$ cat src/rtl/mem_arbiter_pkg.sv
// -----------------------------------------------------------------------------
// mem_arbiter_pkg
// Shared definitions for the instruction/data memory arbiter:
//   - default address width and timeout length
//   - FSM state encoding (IDLE, BUSY, RESP)
//   - owner encoding used for the grant, the done pulse and the round-robin
//     last-served pointer
// No ports; imported by mem_arbiter and rr_arb2.
// -----------------------------------------------------------------------------
package mem_arbiter_pkg;

  localparam int AW_DEFAULT  = 10;
  localparam int TMO_DEFAULT = 15;

  // Width of the saturating BUSY-cycle counter
  localparam int CNT_W = 4;

  typedef enum logic [1:0] {
    IDLE = 2'd0,
    BUSY = 2'd1,
    RESP = 2'd2
  } state_t;

  typedef enum logic {
    OWN_I = 1'b0,
    OWN_D = 1'b1
  } owner_t;

endpackage

$ cat src/rtl/mem_arbiter_rr_arb2.sv
// -----------------------------------------------------------------------------
// rr_arb2
// Two-way round-robin selector. Purely combinational: picks the single
// requester when only one is active, otherwise the one that was not served
// last.
// Ports:
//   i_req   [1:0]  request vector, bit 0 = instruction, bit 1 = data
//   i_last         owner that was served most recently
//   o_grant [1:0]  one-hot winner (same bit order as i_req), 0 when idle
// -----------------------------------------------------------------------------
module rr_arb2
  import mem_arbiter_pkg::*;
(
  input  logic   [1:0] i_req,
  input  owner_t       i_last,
  output logic   [1:0] o_grant
);

  // A tie goes to whichever side did not win the previous transaction,
  // so two permanently asserted requesters strictly alternate.
  always_comb begin
    o_grant = 2'b00;
    case (i_req)
      2'b01:   o_grant = 2'b01;
      2'b10:   o_grant = 2'b10;
      2'b11:   o_grant = (i_last == OWN_D) ? 2'b01 : 2'b10;
      default: o_grant = 2'b00;
    endcase
  end

endmodule

$ cat src/rtl/mem_arbiter.sv
// -----------------------------------------------------------------------------
// mem_arbiter
// Shares one data memory between an instruction-cache refill port and a
// data-cache port. One transaction at a time: IDLE picks a winner, BUSY
// drives the memory strobe until mem_ready (or a timeout), RESP pulses the
// owner's done for one cycle. Every output is a register.
// Ports:
//   clk, RST                 clock (rising edge), synchronous active-high reset
//   i_req, i_addr            instruction refill request / word address
//   i_gnt, i_done, i_rdata   instruction grant, done pulse, captured line
//   d_req, d_we, d_addr,
//   d_wdata                  data request, 1 = word write / 0 = line read
//   d_gnt, d_done, d_rdata   data grant, done pulse, captured line
//   mem_rd_en, mem_wr_en     line read / word write strobes to memory
//   mem_addr, mem_wdata      latched address and write word
//   mem_ready, mem_rdata     memory completion and read line
//   err                      sticky timeout flag
// -----------------------------------------------------------------------------
module mem_arbiter
  import mem_arbiter_pkg::*;
#(
  parameter int AW  = AW_DEFAULT,
  parameter int TMO = TMO_DEFAULT
) (
  input  logic          clk,
  input  logic          RST,
  input  logic          i_req,
  input  logic [AW-1:0] i_addr,
  output logic          i_gnt,
  output logic          i_done,
  output logic [127:0]  i_rdata,
  input  logic          d_req,
  input  logic          d_we,
  input  logic [AW-1:0] d_addr,
  input  logic [31:0]   d_wdata,
  output logic          d_gnt,
  output logic          d_done,
  output logic [127:0]  d_rdata,
  output logic          mem_rd_en,
  output logic          mem_wr_en,
  output logic [AW-1:0] mem_addr,
  output logic [31:0]   mem_wdata,
  input  logic          mem_ready,
  input  logic [127:0]  mem_rdata,
  output logic          err
);

  state_t             r_state;
  owner_t             r_owner;
  owner_t             r_lastServed;
  logic               r_we;
  logic [CNT_W-1:0]   r_cnt;

  state_t             w_stateNext;
  owner_t             w_ownerNext;
  owner_t             w_lastNext;
  logic               w_weNext;
  logic [CNT_W-1:0]   w_cntNext;
  logic               w_errNext;
  logic               w_iGntNext;
  logic               w_dGntNext;
  logic               w_rdEnNext;
  logic               w_wrEnNext;
  logic [AW-1:0]      w_addrNext;
  logic [31:0]        w_wdataNext;
  logic               w_iDoneNext;
  logic               w_dDoneNext;
  logic [127:0]       w_iRdataNext;
  logic [127:0]       w_dRdataNext;
  logic [1:0]         w_win;
  logic               w_timeout;

  rr_arb2 u_rrArb (
    .i_req   ({d_req, i_req}),
    .i_last  (r_lastServed),
    .o_grant (w_win)
  );

  // Timeout fires on the BUSY edge where the counter already holds TMO.
  // The counter is zero-extended so a TMO above the counter range simply
  // never matches instead of being silently truncated.
  assign w_timeout = ({{(32 - CNT_W){1'b0}}, r_cnt} == TMO);

  // Next-state and next-output logic. Every register holds by default;
  // done pulses default low so they only last the one RESP cycle.
  // mem_ready takes priority over the timeout so a completion arriving on
  // the timeout edge is treated as a normal finish.
  always_comb begin
    w_stateNext  = r_state;
    w_ownerNext  = r_owner;
    w_lastNext   = r_lastServed;
    w_weNext     = r_we;
    w_cntNext    = r_cnt;
    w_errNext    = err;
    w_iGntNext   = i_gnt;
    w_dGntNext   = d_gnt;
    w_rdEnNext   = mem_rd_en;
    w_wrEnNext   = mem_wr_en;
    w_addrNext   = mem_addr;
    w_wdataNext  = mem_wdata;
    w_iDoneNext  = 1'b0;
    w_dDoneNext  = 1'b0;
    w_iRdataNext = i_rdata;
    w_dRdataNext = d_rdata;

    case (r_state)
      IDLE: begin
        if (w_win != 2'b00) begin
          w_stateNext = BUSY;
          w_cntNext   = '0;
          if (w_win[1]) begin
            w_ownerNext = OWN_D;
            w_addrNext  = d_addr;
            w_wdataNext = d_wdata;
            w_weNext    = d_we;
            w_dGntNext  = 1'b1;
            w_rdEnNext  = ~d_we;
            w_wrEnNext  = d_we;
          end else begin
            w_ownerNext = OWN_I;
            w_addrNext  = i_addr;
            w_weNext    = 1'b0;
            w_iGntNext  = 1'b1;
            w_rdEnNext  = 1'b1;
            w_wrEnNext  = 1'b0;
          end
        end
      end

      BUSY: begin
        if (mem_ready || w_timeout) begin
          w_stateNext = RESP;
          w_cntNext   = '0;
          w_lastNext  = r_owner;
          w_iGntNext  = 1'b0;
          w_dGntNext  = 1'b0;
          w_rdEnNext  = 1'b0;
          w_wrEnNext  = 1'b0;
          if (r_owner == OWN_D) begin
            w_dDoneNext = 1'b1;
          end else begin
            w_iDoneNext = 1'b1;
          end
          if (mem_ready) begin
            if (!r_we) begin
              if (r_owner == OWN_D) begin
                w_dRdataNext = mem_rdata;
              end else begin
                w_iRdataNext = mem_rdata;
              end
            end
          end else begin
            w_errNext = 1'b1;
          end
        end else if (r_cnt != '1) begin
          w_cntNext = r_cnt + {{(CNT_W - 1){1'b0}}, 1'b1};
        end
      end

      RESP: begin
        w_stateNext = IDLE;
      end

      default: begin
        w_stateNext = IDLE;
      end
    endcase
  end

  // State and output registers. Reset clears everything, including an
  // in-flight transaction, and points last-served at the data side so the
  // instruction side wins the first tie.
  always_ff @(posedge clk) begin
    if (RST) begin
      r_state      <= IDLE;
      r_owner      <= OWN_I;
      r_lastServed <= OWN_D;
      r_we         <= 1'b0;
      r_cnt        <= '0;
      err          <= 1'b0;
      i_gnt        <= 1'b0;
      d_gnt        <= 1'b0;
      mem_rd_en    <= 1'b0;
      mem_wr_en    <= 1'b0;
      mem_addr     <= '0;
      mem_wdata    <= '0;
      i_done       <= 1'b0;
      d_done       <= 1'b0;
      i_rdata      <= '0;
      d_rdata      <= '0;
    end else begin
      r_state      <= w_stateNext;
      r_owner      <= w_ownerNext;
      r_lastServed <= w_lastNext;
      r_we         <= w_weNext;
      r_cnt        <= w_cntNext;
      err          <= w_errNext;
      i_gnt        <= w_iGntNext;
      d_gnt        <= w_dGntNext;
      mem_rd_en    <= w_rdEnNext;
      mem_wr_en    <= w_wrEnNext;
      mem_addr     <= w_addrNext;
      mem_wdata    <= w_wdataNext;
      i_done       <= w_iDoneNext;
      d_done       <= w_dDoneNext;
      i_rdata      <= w_iRdataNext;
      d_rdata      <= w_dRdataNext;
    end
  end

endmodule

$ cat config.mk
export PLATFORM = sky130hd
export DESIGN_NAME = mem_arbiter
export DESIGN_NICKNAME = d
export VERILOG_FILES = /design/src/rtl/mem_arbiter_pkg.sv /design/src/rtl/mem_arbiter_rr_arb2.sv /design/src/rtl/mem_arbiter.sv
export SDC_FILE = /design/constraint.sdc
export NUM_CORES = 1
export LEC_CHECK = 0
export ABC_AREA = 1
export BUFFER_PORTS_ARGS = -buffer_cell sky130_fd_sc_hd__buf_2
export CELL_PAD_IN_SITES_DETAIL_PLACEMENT = 1
export CELL_PAD_IN_SITES_GLOBAL_PLACEMENT = 1
export CORE_MARGIN = 8
export CORE_UTILIZATION = 34
export CTS_CLUSTER_SIZE = 24
export DETAILED_ROUTE_END_ITERATION = 10
export PLACE_DENSITY_LB_ADDON = 0.1
export SLEW_MARGIN = 20
export SYNTH_ARGS = -nofsm -noshare
export SYNTH_HDL_FRONTEND = slang
export SYNTH_SLANG_ARGS = --single-unit
$ cat constraint.sdc
create_clock -name clk -period 1.41 [get_ports clk]
set_input_delay 0.3525 -clock clk [delete_from_list [all_inputs] [get_ports clk]]
set_output_delay 0.3525 -clock clk [all_outputs]
set_load 0.01 [all_outputs]
# Word-level counts from Yosys, hierarchy flattened

Cells that the tools add are included.

Output and inout bits: 305
Input port bits: 186
Flip-flop bits (word level): 314
Logic and storage cells: 76

Equal/unequal tests: 11
Mux-type cells: 26
Add/sub/neg operators: 1
Reduce and logical (&&, ||, !) cells: 16
Bitwise operators: 6

Operators by type and width:

| kind                                          | count |
|---|---|
| 2-to-1 mux 1 bit                              | 12 |
| 2-to-1 mux 4 bit                              | 3 |
| AND reduction 3 bit                           | 4 |
| 2-to-1 mux 10 bit                             | 1 |
| AND reduction 5 bit                           | 2 |
| != test 2 bit, second input constant          | 4 |
| one-hot mux 1 bit (2 select lines)            | 4 |
| one-hot mux 4 bit (2 select lines)            | 1 |
| AND reduction 4 bit                           | 2 |
| 2-to-1 mux 2 bit                              | 3 |
| inverter 1 bit                                | 6 |
| one-hot mux 2 bit (3 select lines)            | 1 |
| AND reduction 2 bit                           | 3 |
| adder 4 x 1 -> 4 bit, second input constant   | 1 |
| == test 2 x 1 -> 1 bit, second input constant | 2 |
| == test 2 bit, second input constant          | 2 |
| == test 4 bit, second input constant          | 1 |
| != test 4 bit, second input constant          | 1 |
| one-hot mux 2 bit (2 select lines)            | 1 |
| nonzero test 2 bit                            | 2 |
| != test 3 bit, second input constant          | 1 |
| OR reduction 3 bit                            | 1 |
| zero test 2 bit                               | 1 |
| logical OR 1 bit                              | 1 |

# Logic depth before layout (Yosys ltp)

Word-level depth: 5
Mapped depth: 8
Mapped depth without buffers: 7

# Hierarchy

Synthesis repeated with hierarchy kept, for this count alone.

Cells, all modules: 1427
Area, all modules: 11121.9 µm²

By module, submodules not included:

| module      | instances | cells an instance | sequential area each (µm²) | area each (µm²) |
|---|---|---|---|---|
| mem_arbiter | 1         | 1422              | 6286.0                     | 11101.9 |
| rr_arb2     | 1         | 5                 | 0.0                        | 20.0 |

# Worst setup path before layout

Ideal clock, no wire load.

Path kind: reg-to-reg
Start: reg r_state[0]
End: reg i_rdata[124]
Path slack: 0.205 ns
Data required time: 1.292 ns
Data arrival time: 1.087 ns
Cell stages (with the launch flop): 8
Buffers on the path: 2
Clock period less this slack: 1.205 ns
Setup time: 0.118 ns
Cell sequence: dfxtp_1 -> inv_2 -> nor2_4 -> nand3_2 -> buf_6 -> buf_6 -> o21ai_1 -> a21oi_2

Longest elaborated chain between the ends: 2

Ends and longest elaborated chain:

| what                          | RTL line           | source |
|---|---|---|
| start, declared               | mem_arbiter.sv:48  | `state_t r_state;` |
| start signal, assigned        | mem_arbiter.sv:192 | `r_state <= w_stateNext;` |
| == test 2 x 1 -> 1 bit        | mem_arbiter.sv:106 | `case (r_state)` |
| AND reduction 5 bit (no line) | n/a                |  |
| end signal, assigned          | mem_arbiter.sv:206 | `i_rdata <= w_iRdataNext;` |
| end, declared                 | mem_arbiter.sv:31  | `output logic [127:0] i_rdata,` |

Every way passes these cells.
A chain may end at the register's enable or synchronous reset.

# Final worst setup path

Start: reg d_rdata[60]
End: out d_rdata[60]

RTL lines:

| what                   | RTL line           | source |
|---|---|---|
| start, declared        | mem_arbiter.sv:38  | `output logic [127:0] d_rdata,` |
| start signal, assigned | mem_arbiter.sv:207 | `d_rdata <= w_dRdataNext;` |

No word-level cell between the ends.

==> run_results.csv <==
group,metric,value,unit
status,outcome,"finished clean",
synth,ys_ff_latch,314,
global_routing,grt_max_degree,70,
synth,async_flop_share,0,
die,row_count,67,
finish,layout-drive-gt1-share,0.3589,
cts,cts_hold_buf,0,
timing,setup_viol,0,
synth,synthMuxAreaShare,0,
power,powerDensity,1347,mW/mm²
finish,final_cell_mix,"buf_2 (470), nor2_1 (320), dfxtp_1 (300)",
worst_setup_path,slowest_stage,"dfxtp_1",
synth,synth_top_family_by_area,"compound AO/OA/AOI/OAI gates",
power,power,21.72,mW
synth,synth_xor_area_frac,0,
worst_setup_path,endpoint_kind,"primary output",
die,io_pins,491,
global_routing,antenna_found_initial,13,
min_path,hold_path.class,"input pin to flip-flop",
route,postRouteWirelength,44850,µm
worst_setup_path,ff2ff_setup_slack,70,ps
worst_setup_path,cp_max_fo,2,
global_routing,grt.total_usage,0.2086,
finish,fin_cells,2393,
synth,seq_area_frac_synth,0.5466,
placement,dpl_worst_slack,-50.78,ps
worst_setup_path,critPathKind,"flip-flop to primary output",
route,wl_per_cell,18.74,µm
cts,cts.reportedPaths.clkPinSlew,60,ps
die,die_y,199.9,µm
placement,dp_cells,2317,
synth,synth_cell_type_count,25,
timing,setup_tns,0,ps
timing,fin_crit_sh,0.9766,
min_path,whs_endpoint,"mem_addr[6]",
die,core-area,0.03345,mm²
route,avgViaCountPerCell,4.702,
cts,numCtsBuffers,38,
worst_setup_path,start_kind,"flip-flop",
timing,rsz0062_at_grt,"yes",
cts,clock_sinks,314,
placement,dp_hpwl,33670,µm
worst_setup_path,cp.required,1060,ps
finish,final_common_cell,"buf_2",
route,drt_iter0_markers,403,
cts,h-tree-depth,2,
synth,ys_warn_count,0,
timing,max_slew_margin,0.7780,
die,start_util,0.3438,
worst_setup_path,reg2reg_to,"i_rdata[98]",
worst_setup_path,cp_cell_sequence,"buf_2",
worst_setup_path,reg2reg_from,"r_state[0]",
timing,hold_viol_final,0,
global_routing,overflow,0,
synth,avgSynthCellArea,8.144,µm²
die,die_w,199.9,µm
die,die-area,0.03996,mm²
timing,tightest_slew,332.3,ps
synth,synth_flop_cell,"dfxtp_1",
synth,synthCells,1412,
cts,clk-insertion-delay-late,510,ps
worst_setup_path,crit_arrival,1020,ps
route,vias,11250,
timing,clock.fmax,0.7262,GHz
finish,syn_to_final_growth,40.19,%
run,drv_cap,0,
route,drtPass1Iterations,4,
timing,finClkSkew,11.25,ps
timing,drv_slew,0,
route,drc,0,
placement,io_buffers,490,
global_routing,grt_pass1_vias,11480,
synth,synth_fp_nets,1599,
cts,root_buffer,"clkbuf_16",
cts,cts_tree,"built",
timing,fin_ws,32.97,ps
synth,synth-simple-area-share,0.1413,
worst_setup_path,critPathBufInv,1,
placement,gp_congestion,0.7875,
synth,synth_compound_area_frac,0.2012,
route,antenna_left,0,
synth,synth_edf_count,0,
power,vdd_drop_max,0.0008914,V
power,p_leak,7.820,nW
synth,synth-adder-area-share,0.001088,
global_routing,grt_pass1_wl,65820,µm
worst_setup_path,rr_worst_depth,7,
min_path,worstHoldStart,"d_addr[6]",
worst_setup_path,cp_top_family,"flip-flops",
finish,nNetsFinal,2102,
worst_setup_path,critPathMaxStageDelay,370,ps
min_path,holdPathStages,3,
synth,synth_area,0.01150,mm²
cts,clock_path_buffers,3,
timing,fin_crit,1377,ps
where the power goes:
part	total, mW	switching (mW)	internal, mW
logic	2.63	1.54	1.09
clock network	9.48	3.75	5.73
registers	9.61	0.244	9.36
flip-flops by register name, summed over array words and instances, names as in the netlist:
register / cells
r_state: 2
r_cnt: 4
i_rdata: 128
r_we: 1
err: 1
mem_rd_en: 1
mem_addr: 10
r_lastServed: 1
d_done: 1
d_rdata: 128
i_done: 1
mem_wr_en: 1
r_owner: 1
i_gnt: 1
mem_wdata: 32
d_gnt: 1
metal layers:
metal | vias to the layer above | routed length (µm) | GRT usage
met5 | - | 121 | 0
met3 | 94 | 4220 | 0.08231
met1 | 5240 | 18120 | 0.2408
met2 | 340 | 21120 | 0.3506
met4 | 20 | 1270 | 0.06839
li1 | 5559 | - | -
worst max path at each step:
stage,start,end,depth (start not counted)
6_report,d_rdata[60],d_rdata[60],1
5_1_grt,r_state[1],d_rdata[86],7
4_1_cts,d_rdata[57],d_rdata[57],1
3_5_place_dp,mem_ready,d_rdata[44],7
3_3_place_gp,r_state[0],i_rdata[98],7
2_1_floorplan,r_state[0],i_rdata[124],7
worst min-delay path, cell delays in order:
cell	delay, ps
buf_2	70
a21oi_1	50
nor2_1	70
cell families (layout without fill, tap and decap cells):
logic type | count (synthesis) | after routing
AO/OA/AOI/OAI | 448 | 448
buffers and inverters | 243 | 773
AND/OR/NAND/NOR | 406 | 406
adder cells (fa/ha/maj) | 1 | 1
other | 0 | 3
flip-flops | 314 | 314
metrics by stage:
step | area, µm² | hold slack [ps] | utilization
6_report | 16120 | 74.95 | 0.4820
5_1_grt | 16120 | 62.09 | 0.4820
4_1_cts | 15840 | 52.78 | 0.4736
3_5_place_dp | 14610 | 433.0 | 0.4367
3_3_place_gp | 14610 | 428.2 | 0.4367
2_1_floorplan | 11500 | 447.8 | -
synth_stat cells, types with 10 or more instances:
cell type	count	area share
a21oi_1	137	0.060
a21oi_2	10	0.0076
buf_2	18	0.0078
buf_4	11	0.0072
buf_6	38	0.037
clkbuf_1	32	0.010
dfxtp_1	314	0.55
inv_1	138	0.045
nand2_1	48	0.016
nor2_1	320	0.10
nor2_2	21	0.011
o21ai_0	184	0.080
o21ai_1	108	0.047
timing repair:
action                                  in CTS  in global routing
gates cloned                                 0                  4
endpoints found under the setup margin      54                197
pin swaps                                    0                  7
resized for setup                           11                 58
setup buffers                                0                  2
layout make-up:
class	count	area (µm²)
fillers	4194	17330
flip-flops and latches	314	6306
multi-input cells	855	4020
repair buffers	563	3462
clock buffers	58	1137
well taps	448	560.5
inverters	143	549.3
clock inverters	9	78.83
diodes	3	7.507
(Power assumes the default switching activity.)
